`config.mk`:
```
export PLATFORM = sky130hd
export DESIGN_NAME = ledger_arbiter
export DESIGN_NICKNAME = d
export VERILOG_FILES = /design/src/rtl/ledger_arbiter.sv
export SDC_FILE = /design/constraint.sdc
export NUM_CORES = 1
export LEC_CHECK = 0
export CAP_MARGIN = 10
export CELL_PAD_IN_SITES_DETAIL_PLACEMENT = 0
export CELL_PAD_IN_SITES_GLOBAL_PLACEMENT = 2
export CORE_MARGIN = 2
export CORE_UTILIZATION = 28
export DETAILED_ROUTE_END_ITERATION = 12
export PLACE_DENSITY = 0.78
export SYNTH_ARGS = -nofsm -noshare
export SYNTH_HDL_FRONTEND = slang
export SYNTH_SLANG_ARGS = --single-unit
```
`constraint.sdc`:
```
create_clock -name clk -period 3.4 [get_ports clk]
set_input_delay 0.51 -clock clk [delete_from_list [all_inputs] [get_ports clk]]
set_output_delay 0.51 -clock clk [all_outputs]
set_load 0.1 [all_outputs]
```
`src/rtl/ledger_arbiter.sv`:
```
// -----------------------------------------------------------------------------
// ledger_arbiter
//
// Two-terminal round-robin arbiter in front of a single 64-bit account ledger.
// A granted terminal's transaction (deposit or withdrawal) is captured, executed
// against the ledger, and answered with strobes. The grant is then held until
// the terminal releases its request.
//
// Transaction timeline (req sampled at edge N):
//   N   : IDLE      -> CAPTURA    gnt set, round-robin pointer updated
//   N+1 : CAPTURA   -> EJECUTA    tipo/monto of the granted terminal latched
//   N+2 : EJECUTA   -> RESPUESTA  ledger, balance_actualizado, num_trans updated
//   N+3 : RESPUESTA -> ESPERA     balance_stb (+ entregar/fondos) pulse registered
//   N+4+: ESPERA    -> IDLE       once the granted req bit is low, gnt cleared
//
// Ports
//   clk                   system clock, rising edge
//   reset                 synchronous, active-high reset
//   carga_stb             load balance_inicial into the ledger (IDLE only)
//   balance_inicial[63:0] initial account balance
//   req[1:0]              level request, bit i = terminal i
//   tipo_trans_0/1        0 = deposit, 1 = withdrawal
//   monto_0/1[31:0]       unsigned transaction amount
//   gnt[1:0]              one-hot grant, zero when nobody is served
//   balance_actualizado   ledger value after the last executed transaction
//   balance_stb           one-cycle pulse, balance_actualizado valid
//   entregar_dinero       one-cycle pulse on a successful withdrawal
//   fondos_insuficientes  one-cycle pulse on a rejected withdrawal
//   ocupado               high in every state except IDLE
//   num_trans[15:0]       count of committed (non-zero) transactions, wraps
// -----------------------------------------------------------------------------
module ledger_arbiter (
  input  logic        clk,
  input  logic        reset,
  input  logic        carga_stb,
  input  logic [63:0] balance_inicial,
  input  logic [1:0]  req,
  input  logic        tipo_trans_0,
  input  logic        tipo_trans_1,
  input  logic [31:0] monto_0,
  input  logic [31:0] monto_1,
  output logic [1:0]  gnt,
  output logic [63:0] balance_actualizado,
  output logic        balance_stb,
  output logic        entregar_dinero,
  output logic        fondos_insuficientes,
  output logic        ocupado,
  output logic [15:0] num_trans
);

  typedef enum logic [2:0] {
    IDLE      = 3'd0,
    CAPTURA   = 3'd1,
    EJECUTA   = 3'd2,
    RESPUESTA = 3'd3,
    ESPERA    = 3'd4
  } state_t;

  state_t state, state_next;

  // Ledger and captured transaction
  logic [63:0] ledger;
  logic        tipo_q;
  logic [31:0] monto_q;

  // Round-robin pointer: index of the terminal served last. Reset to 1 so
  // that terminal 0 wins the first tie.
  logic        last_idx;

  // Outcome of the executed transaction, replayed as strobes in RESPUESTA
  logic        pay_q;
  logic        reject_q;

  // Combinational helpers
  logic [1:0]  gnt_pick;
  logic        release_gnt;
  logic [64:0] dep_sum;
  logic        fits;
  logic        nonzero;
  logic [63:0] exec_ledger;
  logic        exec_pay;
  logic        exec_reject;
  logic        exec_commit;

  // ---------------------------------------------------------------------------
  // Round-robin pick. With a single request that terminal wins; on a tie the
  // terminal not served last wins.
  // ---------------------------------------------------------------------------
  always_comb begin
    // NOTE: every always_comb output gets a default first so no path leaves it
    // unassigned, which would otherwise infer a latch.
    gnt_pick = 2'b00;
    unique case (req)
      2'b01:   gnt_pick = 2'b01;
      2'b10:   gnt_pick = 2'b10;
      2'b11:   gnt_pick = last_idx ? 2'b01 : 2'b10;
      default: gnt_pick = 2'b00;
    endcase
  end

  // The granted terminal has let go of its request.
  assign release_gnt = ((req & gnt) == 2'b00);

  // ---------------------------------------------------------------------------
  // Execute: new ledger value and outcome for the captured transaction.
  // Deposits saturate at all-ones; withdrawals that exceed the balance leave
  // the ledger untouched. A zero amount is a no-op that commits nothing.
  // ---------------------------------------------------------------------------
  always_comb begin
    dep_sum     = {1'b0, ledger} + {33'b0, monto_q};
    fits        = ({32'b0, monto_q} <= ledger);
    nonzero     = (monto_q != 32'd0);
    exec_ledger = ledger;
    exec_pay    = 1'b0;
    exec_reject = 1'b0;
    exec_commit = 1'b0;
    if (!tipo_q) begin
      exec_ledger = dep_sum[64] ? {64{1'b1}} : dep_sum[63:0];
      exec_commit = nonzero;
    end else if (fits) begin
      exec_ledger = ledger - {32'b0, monto_q};
      exec_pay    = nonzero;
      exec_commit = nonzero;
    end else begin
      // monto > ledger implies monto != 0, so this is always a real rejection.
      exec_reject = 1'b1;
    end
  end

  // ---------------------------------------------------------------------------
  // FSM: state register
  // ---------------------------------------------------------------------------
  always_ff @(posedge clk) begin
    // NOTE: sequential state uses non-blocking assignments so every register
    // samples pre-edge values, independent of statement order.
    if (reset) state <= IDLE;
    else       state <= state_next;
  end

  // ---------------------------------------------------------------------------
  // FSM: next state and decoded outputs
  // ---------------------------------------------------------------------------
  always_comb begin
    state_next = state;
    ocupado    = (state != IDLE);
    unique case (state)
      IDLE: begin
        // A load takes priority and swallows any request in the same cycle.
        if (!carga_stb && (req != 2'b00)) state_next = CAPTURA;
      end
      CAPTURA:   state_next = EJECUTA;
      EJECUTA:   state_next = RESPUESTA;
      RESPUESTA: state_next = ESPERA;
      ESPERA: begin
        if (release_gnt) state_next = IDLE;
      end
      default:   state_next = IDLE;
    endcase
  end

  // ---------------------------------------------------------------------------
  // Datapath registers
  // ---------------------------------------------------------------------------
  always_ff @(posedge clk) begin
    if (reset) begin
      ledger               <= 64'd0;
      balance_actualizado  <= 64'd0;
      num_trans            <= 16'd0;
      gnt                  <= 2'b00;
      last_idx             <= 1'b1;
      tipo_q               <= 1'b0;
      monto_q              <= 32'd0;
      pay_q                <= 1'b0;
      reject_q             <= 1'b0;
      balance_stb          <= 1'b0;
      entregar_dinero      <= 1'b0;
      fondos_insuficientes <= 1'b0;
    end else begin
      // Strobes are single-cycle unless re-armed below.
      balance_stb          <= 1'b0;
      entregar_dinero      <= 1'b0;
      fondos_insuficientes <= 1'b0;

      unique case (state)
        IDLE: begin
          if (carga_stb) begin
            ledger <= balance_inicial;
          end else if (req != 2'b00) begin
            gnt      <= gnt_pick;
            last_idx <= gnt_pick[1];
          end
        end

        CAPTURA: begin
          // From here on the terminal's inputs no longer matter.
          tipo_q  <= gnt[1] ? tipo_trans_1 : tipo_trans_0;
          monto_q <= gnt[1] ? monto_1      : monto_0;
        end

        EJECUTA: begin
          ledger              <= exec_ledger;
          balance_actualizado <= exec_ledger;
          pay_q               <= exec_pay;
          reject_q            <= exec_reject;
          if (exec_commit) num_trans <= num_trans + 16'd1;
        end

        RESPUESTA: begin
          balance_stb          <= 1'b1;
          entregar_dinero      <= pay_q;
          fondos_insuficientes <= reject_q;
        end

        ESPERA: begin
          if (release_gnt) gnt <= 2'b00;
        end

        default: ;
      endcase
    end
  end

endmodule

```
==> flow_summary.ini <==
[status]
outcome = complete, but fails checks
violations = negative setup slack

[synthesis]
synth_most_common_cell = nor2_1
synthCells = 1873
yosysSeqAreaShare_pct = 27.4
async_flop_share_pct = 0
synthFlopType = dfxtp_1
yosys_warnings = 0
synthDistinctLibCells = 80
synth_edf_count = 0
synth_top_cell_by_area = dfxtp_1
yosys-top-cells-area = dfxtp_1, nor2_1, a21oi_1
ys_ff_latch = 188
synthTopCellsByCount = nor2_1, dfxtp_1, a21oi_1, nand2_1, o21ai_0
yosysTopAreaCellShare_pct = 27.4
synth_area_um2 = 13700
avgSynthCellArea_um2 = 7.34
syn-num-nets = 2075

[placed_design]
io_buffers = 220
dp_hpwl_um = 49100
gp_congestion = 0.929

[sta]
setup_tns_ns = -0.0634
fin_hold_ws_ns = 0.377
grt_setup_unrepaired = true
fin_ws_ns = -0.0376
maxSlewViolCount = 0
post-route-min-period_ns = 3.44
hold_viol_final = 0
setup_viol = 5
min_period_over_period_pct = 101
max_freq_mhz = 291
tightest_slew_ns = 1.04
max_slew_margin_pct = 30.3
skew_ns = 0.0201

[global_routing]
grt_pass1_vias = 15678
antenna_found_initial = 0
track_usage_pct = 24.8
grt_max_degree = 85
grt_pass1_wl_um = 95400
overflow = 0

[detailed_routing]
routedWlPerCell_um = 21.3
routed.top_layer = met4
wirelength_um = 63800
routed-wl-met3_um = 3350
ant_nets = 0
drcViolationCount = 0
via_count = 15966
dr_wl_met2_um = 29900
drt_iter0_markers = 1058
drtPass1Iterations = 5
wl_met1_um = 29000
viasPerCell = 5.33

[job]
cap_violations = 0

[power_and_ir_drop]
clock_power_share_pct = 19.9
p_sw_uw = 5080
power_frac_comb_pct = 56.2
ir_worst_vdd_mv = 0.363
switching_share_pct = 45.5
power_density_nw_per_um2 = 529
p_leak_uw = 0.00812
intPower_uw = 6080
seqPwrFrac_pct = 24.0

[cts]
clock_sink_count = 188
clk_pin_slew_ns = 0.09
root_buffer = clkbuf_16
clock_path_buffers = 2
numCtsBuffers = 17
cts_max_level = 4
clock_latency_ns = 0.52
cts_tree = yes

[finish]
final_net_count = 2564
drive_above_1_share_pct = 27.6
area_growth_pct = 53.4
diodes = 0

[floorplan]
initial_utilization_pct = 28.2
ios = 221
core_area_um2 = 48600
rows = 81
die_width_um = 226
die-area_um2 = 50900
die_h_um = 226

[critical_path]
cp-start-kind = register
cpMaxStageDelayCell = or4_4
slowest_delay_ns = 0.48
setup.worst_path.class = reg -> reg
cp.arrival_ns = 3.88
critPathCaptureType = register
worst-path-max-fanout = 4
cp_cell_sequence = buf_6 -> inv_4 -> ha_4 -> fa_2 -> nand2b_4 -> a21oi_4 -> o21ai_2 -> a221o_1 -> a21oi_4 -> nor2_4 -> or4_4 -> a221o_1 -> a21o_1 -> a211oi_2
worstPathRequired_ns = 3.84

[hold_path]
min_path_type = in -> reg
## worst paths after layout
check / startpoint / to / slack [ns] / depth (start not counted)
hold reg to reg: balance_actualizado[53]$_SDFFE_PP0P_ / balance_actualizado[53]$_SDFFE_PP0P_ / 0.46 / 2
setup / recovery: ledger[0]$_SDFFE_PP0P_ / ledger[39]$_SDFFE_PP0P_ / -0.04 / 14
hold / removal: reset / num_trans[4]$_SDFFE_PP0P_ / 0.38 / 2
setup reg to reg: ledger[0]$_SDFFE_PP0P_ / ledger[39]$_SDFFE_PP0P_ / -0.04 / 14
## through the flow
stage               total power [uW]  setup WS (ns)  std cells  utilization (%)  area (um2)
floorplan                       5760         0.0435       1873                -       13700
global placement                8270         -0.296       2933             38.8       18900
detailed placement              8260         -0.390       2933             38.8       18900
CTS                            10700       -0.00401       2970             40.8       19800
global route                   11800         -0.137       2997             43.3       21100
finish                         11200        -0.0376       2997             43.3       21100
## cell type report
| cell class | instances | area (um2) |
|---|---|---|
| multi-input combinational | 1468 | 10300 |
| fill | 4974 | 27600 |
| inverter | 78 | 295 |
| clock inverter | 15 | 199 |
| sequential | 188 | 3780 |
| tap | 622 | 778 |
| timing repair buffer | 609 | 5280 |
| clock buffer | 17 | 425 |
## placed cells by master (no fill, tap or decap), drive strengths merged, types with 9 or more instances in the layout
cell type      count
buf              401
nor2             265
clkdlybuf4s50    208
dfxtp            188
a21oi            169
nand2            167
o21ai            107
inv               90
a211oi            75
ha                65
xnor2             60
nor3              59
mux2i             43
nand3             39
xor2              31
nor4              30
nand4             26
a31oi             26
or3               24
o21bai            20
nand2b            20
nor2b             18
clkbuf            17
o22ai             17
and3              15
nand3b            14
o211ai            14
o31ai             14
a21o              11
a211o              9
o221ai             9
## layer usage
layer	track usage, %	up-vias
li1	-	7721
met1	33.0	7705
met2	41.3	467
met3	3.82	73
met4	7.41	0
met5	0	-
## logic make-up after synthesis
logic type | synth area share (%)
AND/OR/NAND/NOR | 24.5
multiplexers | 3.46
flip-flops | 27.4
buffers and inverters | 6.54
adder cells (fa/ha/maj) | 6.21
AO/OA/AOI/OAI | 26.1
XOR/XNOR | 5.80
## power by group through the flow
stage	Sequential [uW]	Combinational (uW)	Clock (uW)
global route	2700	6700	2370
detailed placement	2700	5560	0
global placement	2690	5580	0
finish	2680	6270	2220
floorplan	3120	2650	0
CTS	2650	5710	2300
## timing repair
item	in CTS	in global routing
buffers inserted	4	27
hold buffers	0	0
gates cloned	1	2
resized for setup	62	207
hold endpoints to repair	0	0
pin swaps	17	77
endpoints found under the setup margin	136	125
## critical path, delay by kind of cell (launching register included)
| family | cells | cell delay (ns) |
|---|---|---|
| and+or+nand+nor | 3 | 0.74 |
| buffers and inverters | 2 | 0.13 |
| DFF | 1 | 0.35 |
| AOI/OAI and AO/OA | 7 | 1.64 |
| adders and majority gates | 2 | 0.51 |
## state kept, by name (all words and copies together) (netlist names)
register,cells
balance_actualizado,64
balance_stb,1
entregar_dinero,1
fondos_insuficientes,1
gnt,2
last_idx,1
ledger,64
monto_q,32
num_trans,16
pay_q,1
reject_q,1
state,3
tipo_q,1
(Power assumes the default switching activity.)
